File: src/rtl/m_mem_ctrl.sv
// Memory-stage load/store controller: aligns byte/half/word accesses onto a
// 32-bit request/ack bus, extends load data, and flags misalignment and bus timeouts.
module m_mem_ctrl #(
    parameter int unsigned TIMEOUT = 15
) (
    input  logic        clk,
    input  logic        reset,
    input  logic        req_valid,
    input  logic [2:0]  req_op,
    input  logic [31:0] req_addr,
    input  logic [31:0] req_wdata,
    output logic        stall,
    output logic [31:0] rdata,
    output logic        rdata_valid,
    output logic        addr_exc,
    output logic        bus_err,
    output logic        bus_req,
    output logic [31:0] bus_addr,
    output logic [31:0] bus_wdata,
    output logic [3:0]  bus_byteen,
    input  logic        bus_ack,
    input  logic [31:0] bus_rdata
);

    typedef enum logic [1:0] {S_IDLE, S_REQ, S_DONE, S_ERR} state_e;
    typedef enum logic [2:0] {
        OP_LW, OP_LH, OP_LB, OP_SW, OP_SH, OP_SB, OP_LHU, OP_LBU
    } op_e;

    // Counter only has to reach TIMEOUT-1: the limit is detected one cycle early.
    localparam int unsigned CW = (TIMEOUT > 1) ? $clog2(TIMEOUT) : 1;
    localparam logic [CW-1:0] CNT_LAST = CW'(TIMEOUT - 1);

    state_e        state_q, state_d;
    op_e           op_q, op_d;
    logic [31:0]   addr_q, addr_d;
    logic [31:0]   wdata_q, wdata_d;
    logic [31:0]   data_q, data_d;
    logic [CW-1:0] cnt_q, cnt_d;

    op_e         in_op;
    logic        misaligned;
    logic        is_store;
    logic [31:0] lane;

    always_ff @(posedge clk or posedge reset) begin
        if (reset) begin
            state_q <= S_IDLE;
            op_q    <= OP_LW;
            addr_q  <= '0;
            wdata_q <= '0;
            data_q  <= '0;
            cnt_q   <= '0;
        end else begin
            state_q <= state_d;
            op_q    <= op_d;
            addr_q  <= addr_d;
            wdata_q <= wdata_d;
            data_q  <= data_d;
            cnt_q   <= cnt_d;
        end
    end

    always_comb begin
        in_op = op_e'(req_op);
        case (in_op)
            OP_LW, OP_SW:         misaligned = |req_addr[1:0];
            OP_LH, OP_SH, OP_LHU: misaligned = req_addr[0];
            default:              misaligned = 1'b0;
        endcase
        is_store = (op_q == OP_SW) || (op_q == OP_SH) || (op_q == OP_SB);
        lane     = data_q >> {addr_q[1:0], 3'b000};
    end

    always_comb begin
        state_d     = state_q;
        op_d        = op_q;
        addr_d      = addr_q;
        wdata_d     = wdata_q;
        data_d      = data_q;
        cnt_d       = cnt_q;
        stall       = 1'b0;
        rdata       = '0;
        rdata_valid = 1'b0;
        addr_exc    = 1'b0;
        bus_err     = 1'b0;
        bus_req     = 1'b0;
        bus_addr    = '0;
        bus_wdata   = '0;
        bus_byteen  = '0;

        case (state_q)
            S_IDLE: begin
                if (req_valid) begin
                    if (misaligned) begin
                        addr_exc = 1'b1;
                    end else begin
                        stall   = 1'b1;
                        op_d    = in_op;
                        addr_d  = req_addr;
                        wdata_d = req_wdata;
                        cnt_d   = '0;
                        state_d = S_REQ;
                    end
                end
            end
            S_REQ: begin
                stall    = 1'b1;
                bus_req  = 1'b1;
                bus_addr = {addr_q[31:2], 2'b00};
                if (is_store) begin
                    bus_wdata = wdata_q << {addr_q[1:0], 3'b000};
                    case (op_q)
                        OP_SW:   bus_byteen = 4'b1111;
                        OP_SH:   bus_byteen = 4'b0011 << addr_q[1:0];
                        default: bus_byteen = 4'b0001 << addr_q[1:0];
                    endcase
                end
                if (bus_ack) begin
                    data_d  = bus_rdata;
                    state_d = S_DONE;
                end else if (cnt_q == CNT_LAST) begin
                    state_d = S_ERR;
                end else begin
                    cnt_d = cnt_q + CW'(1);
                end
            end
            S_DONE: begin
                if (!is_store) begin
                    rdata_valid = 1'b1;
                    case (op_q)
                        OP_LH:   rdata = {{16{lane[15]}}, lane[15:0]};
                        OP_LB:   rdata = {{24{lane[7]}}, lane[7:0]};
                        OP_LHU:  rdata = {16'h0000, lane[15:0]};
                        OP_LBU:  rdata = {24'h000000, lane[7:0]};
                        default: rdata = data_q;
                    endcase
                end
                state_d = S_IDLE;
            end
            default: begin
                bus_err = 1'b1;
                state_d = S_IDLE;
            end
        endcase

        // Reset forces IDLE asynchronously, but IDLE still decodes req_valid, so gate here.
        if (reset) begin
            stall    = 1'b0;
            addr_exc = 1'b0;
        end
    end

endmodule

File: config.mk
export PLATFORM = sky130hd
export DESIGN_NAME = m_mem_ctrl
export DESIGN_NICKNAME = d
export VERILOG_FILES = /design/src/rtl/m_mem_ctrl.sv
export SDC_FILE = /design/constraint.sdc
export NUM_CORES = 1
export LEC_CHECK = 0
export ABC_AREA = 1
export CELL_PAD_IN_SITES_DETAIL_PLACEMENT = 2
export CELL_PAD_IN_SITES_GLOBAL_PLACEMENT = 2
export CORE_UTILIZATION = 27
export CTS_CLUSTER_DIAMETER = 60
export CTS_CLUSTER_SIZE = 30
export DETAILED_ROUTE_END_ITERATION = 10
export GPL_ROUTABILITY_DRIVEN = 0
export PLACE_DENSITY_LB_ADDON = 0.1
export SETUP_SLACK_MARGIN = 0.02
export SLEW_MARGIN = 10
export SYNTH_ARGS = -nofsm -noshare
export SYNTH_HDL_FRONTEND = slang
export SYNTH_SLANG_ARGS = --single-unit
File: constraint.sdc
create_clock -name clk -period 9.1 [get_ports clk]
set_clock_uncertainty 0.1 [all_clocks]
set_input_delay 1.82 -clock clk [delete_from_list [all_inputs] [get_ports clk]]
set_output_delay 1.82 -clock clk [all_outputs]
set_load 0.01 [all_outputs]
==> metrics <==
status complete, no violations; post-CTS resize count 0; hold_ws 0.391 ns; number of nets with antenna violations after routing 0; post-synthesis adder-cell area fraction 0.406%; post-synthesis simple-gate area fraction 26.6%; IO Pins 208; RSZ-0062 raised after global routing no; share of layout cells above drive strength 1 6.90%; synthesized flop and latch total 105; crit path time final 6.16 ns; first-pass GRT wire length 35500 µm; fillcell total 2593; Data required, critical path 7.18 ns; total vias in the final route 5931; Post-Syn Instances 832; maxcap violations 0; antenna violations before repair 0; WL per Instance 16.9 µm; Worst Setup Start Kind flop; Initial Util 27.9%; post-synthesis mux area share 4.21%; area of the die 23400 µm²; ys async rst share 100%; Via-to-Cell Ratio 4.58; largest family of logic cells by synthesized area simple AND/OR/NAND/NOR gates; DRC viols 0; clock sinks 105; Register Area 2630 µm²; Setup Fix Bufs, Post-CTS 0; CP Max Fanout 30; GRT Residual Overflow 0; peak supply drop 0.114 mV; CTS clk-pin slew, worst paths 0.07 ns; Post-Route WL 21800 µm; CTS Buffer Depth 2; IO buf count 205; die height 153 µm; post-synthesis xor/xnor area fraction 0.284%; hold crit path type flop to flop; Die Wd 153 µm; area taken by multi-input logic gates 2690 µm²; EDFF count, synth 0; Core Area 22100 µm²; Mean Syn Cell Area 7.40 µm²; post-synthesis cell type count 38; Synth warnings 0; sequential cell area fraction in the yosys report 42.7%; Max Clk Rate 0.162 GHz; static leakage 0.00415 µW; 1st-pass router iterations 4; CP Data Arrival Time 4.24 ns; vias in the first global route 6460; worst slew pin tran 1.12 ns; total negative slack 0 ns; Nets 1115; largest net degree at the start of global routing 105; Synth Area in Compound Gates 12.0%; Layout area overhead 40.0%; Primary FF master, synth dfrtp_1; endpoints failing hold 0; post-DP HPWL 16400 µm; Iteration-0 DRC Markers 187; crit end category output port; period utilization 67.7%; Total Power 2630 µW; Max Slew Vio Count 0; H-tree levels 3; CTS Root Cell clkbuf_16; Clk Latency, worst-skew pair 0.37 ns; cts hold-fix bufs 0; final setup vio count 0; cts bufs inserted 9; n_diodes 0; GRT Total Usage 19.4%; Pwr Density 305 nW/µm²; Syn Std Cell Area 6160 µm²; worst relative slew slack 25.4%; num rows 54; CTS tree done; CP Class flop to output port
==> synth_stat cells (2+ instances only) <==
cell type	n	area share, %
nand4_1	2	0.20
inv_2	10	0.61
o21ai_1	2	0.16
buf_4	3	0.37
nand3_1	36	2.9
ha_1	2	0.41
buf_2	19	1.5
nor2_8	2	0.65
nor3_1	6	0.49
dfrtp_1	105	43
a22oi_1	8	0.98
clkbuf_1	10	0.61
or2_2	7	0.71
o21ai_0	90	7.3
nand3_2	3	0.49
nor2_4	12	2.2
nor3_2	3	0.49
inv_1	146	8.9
nor2_2	3	0.30
nand2_1	187	11
a21oi_1	30	2.4
mux2_1	20	3.7
nand2_4	2	0.37
nand2_2	4	0.41
buf_6	7	1.3
nor2_1	92	5.6
mux2_2	3	0.55
o22ai_1	8	0.81
==> layer usage <==
metal,up-vias,share of wire [%],global-route usage [%]
met3,15,5.3,4.88
met5,-,0,0
met4,0,1.1,4.33
li1,2903,-,-
met2,141,47,32.3
met1,2872,46,25.1
==> flip-flops by register name, summed over array words and instances (netlist names) <==
signal / count
addr_q: 32
data_q: 32
wdata_q: 32
cnt_q: 4
op_q: 3
state_q: 2
==> critical path: stages (launching register included) <==
cell and delay [ns]:
dfrtp_1 1.09, inv_1 0.72, nor2_2 0.77, inv_2 0.32, nor2_1 0.20, nor2_1 0.05, a21oi_1 0.13, clkdlybuf4s50_1 0.60
==> cell usage in the layout, fill, tap and decap left out, types with 2 or more instances in the layout <==
cell | netlist | routed
nand3_2 | 3 | 2
nor2_2 | 3 | 3
a22oi_1 | 8 | 8
o21ai_1 | 2 | 2
dfrtp_1 | 105 | 105
nand2_2 | 4 | 4
ha_1 | 2 | 2
nand2_4 | 2 | 2
nor2_1 | 92 | 92
or2_2 | 7 | 7
nor3_1 | 6 | 6
clkbuf_16 | 0 | 9
nand3_1 | 36 | 36
nand2_1 | 187 | 187
o22ai_1 | 8 | 8
conb_1 | 1 | 2
buf_4 | 3 | 2
mux2_1 | 20 | 20
nand4_1 | 2 | 2
clkdlybuf4s50_1 | 0 | 205
nor3_2 | 3 | 3
nor2_4 | 12 | 12
inv_2 | 10 | 10
o21ai_0 | 90 | 90
mux2_2 | 3 | 3
clkinvlp_4 | 0 | 2
inv_1 | 146 | 145
nor2_8 | 2 | 2
a21oi_1 | 30 | 30
==> cell families (layout without fill, tap and decap cells) <==
logic type               count (synthesis)  count (layout)
adder cells (fa/ha/maj)                  2               2
buffers and inverters                  198             380
other                                    1               2
AO/OA/AOI/OAI                          139             139
multiplexers                            23              23
AND/OR/NAND/NOR                        362             362
flip-flops                             105             105
XOR/XNOR                                 2               2
==> layout make-up <==
cell class / instances / area share (%)
clock buffer: 9 / 2.61
timing repair buffer: 207 / 24.0
inverter: 157 / 6.87
clock inverter: 7 / 0.755
tap: 280 / 4.06
sequential: 105 / 30.5
multi-input combinational: 530 / 31.2
==> final timing paths <==
kind | slack [ns] | startpoint | end | depth (start not counted)
min in group asynchronous | 1.80 | reset | addr_q[14] | 2
worst max-delay path | 2.94 | addr_q[0] | bus_byteen[2] | 7
worst min register to register | 0.39 | data_q[0] | data_q[0] | 1
max in group asynchronous | 5.78 | reset | wdata_q[19] | 3
worst max register to register | 6.71 | state_q[1] | wdata_q[6] | 6
worst min-delay path | 0.39 | data_q[0] | data_q[0] | 1
==> metrics by stage <==
stage | setup slack (ns) | instance area, µm² | instances | utilization, %
4_1_cts | 2.94 | 8620 | 1295 | 39.0
3_5_place_dp | 3.35 | 8330 | 1279 | 37.7
6_report | 2.94 | 8620 | 1295 | 39.0
2_1_floorplan | 4.42 | 6160 | 833 | -
3_3_place_gp | 3.44 | 8330 | 1279 | 37.7
5_1_grt | 2.62 | 8620 | 1295 | 39.0
==> power by group <==
part / leakage, µW / total (µW) / internal (µW) / switching [µW]
combinational: 0.00274 / 1330 / 537 / 790
clock: 0.000137 / 389 / 191 / 198
sequential: 0.00128 / 917 / 685 / 233
(Power assumes the default switching activity.)
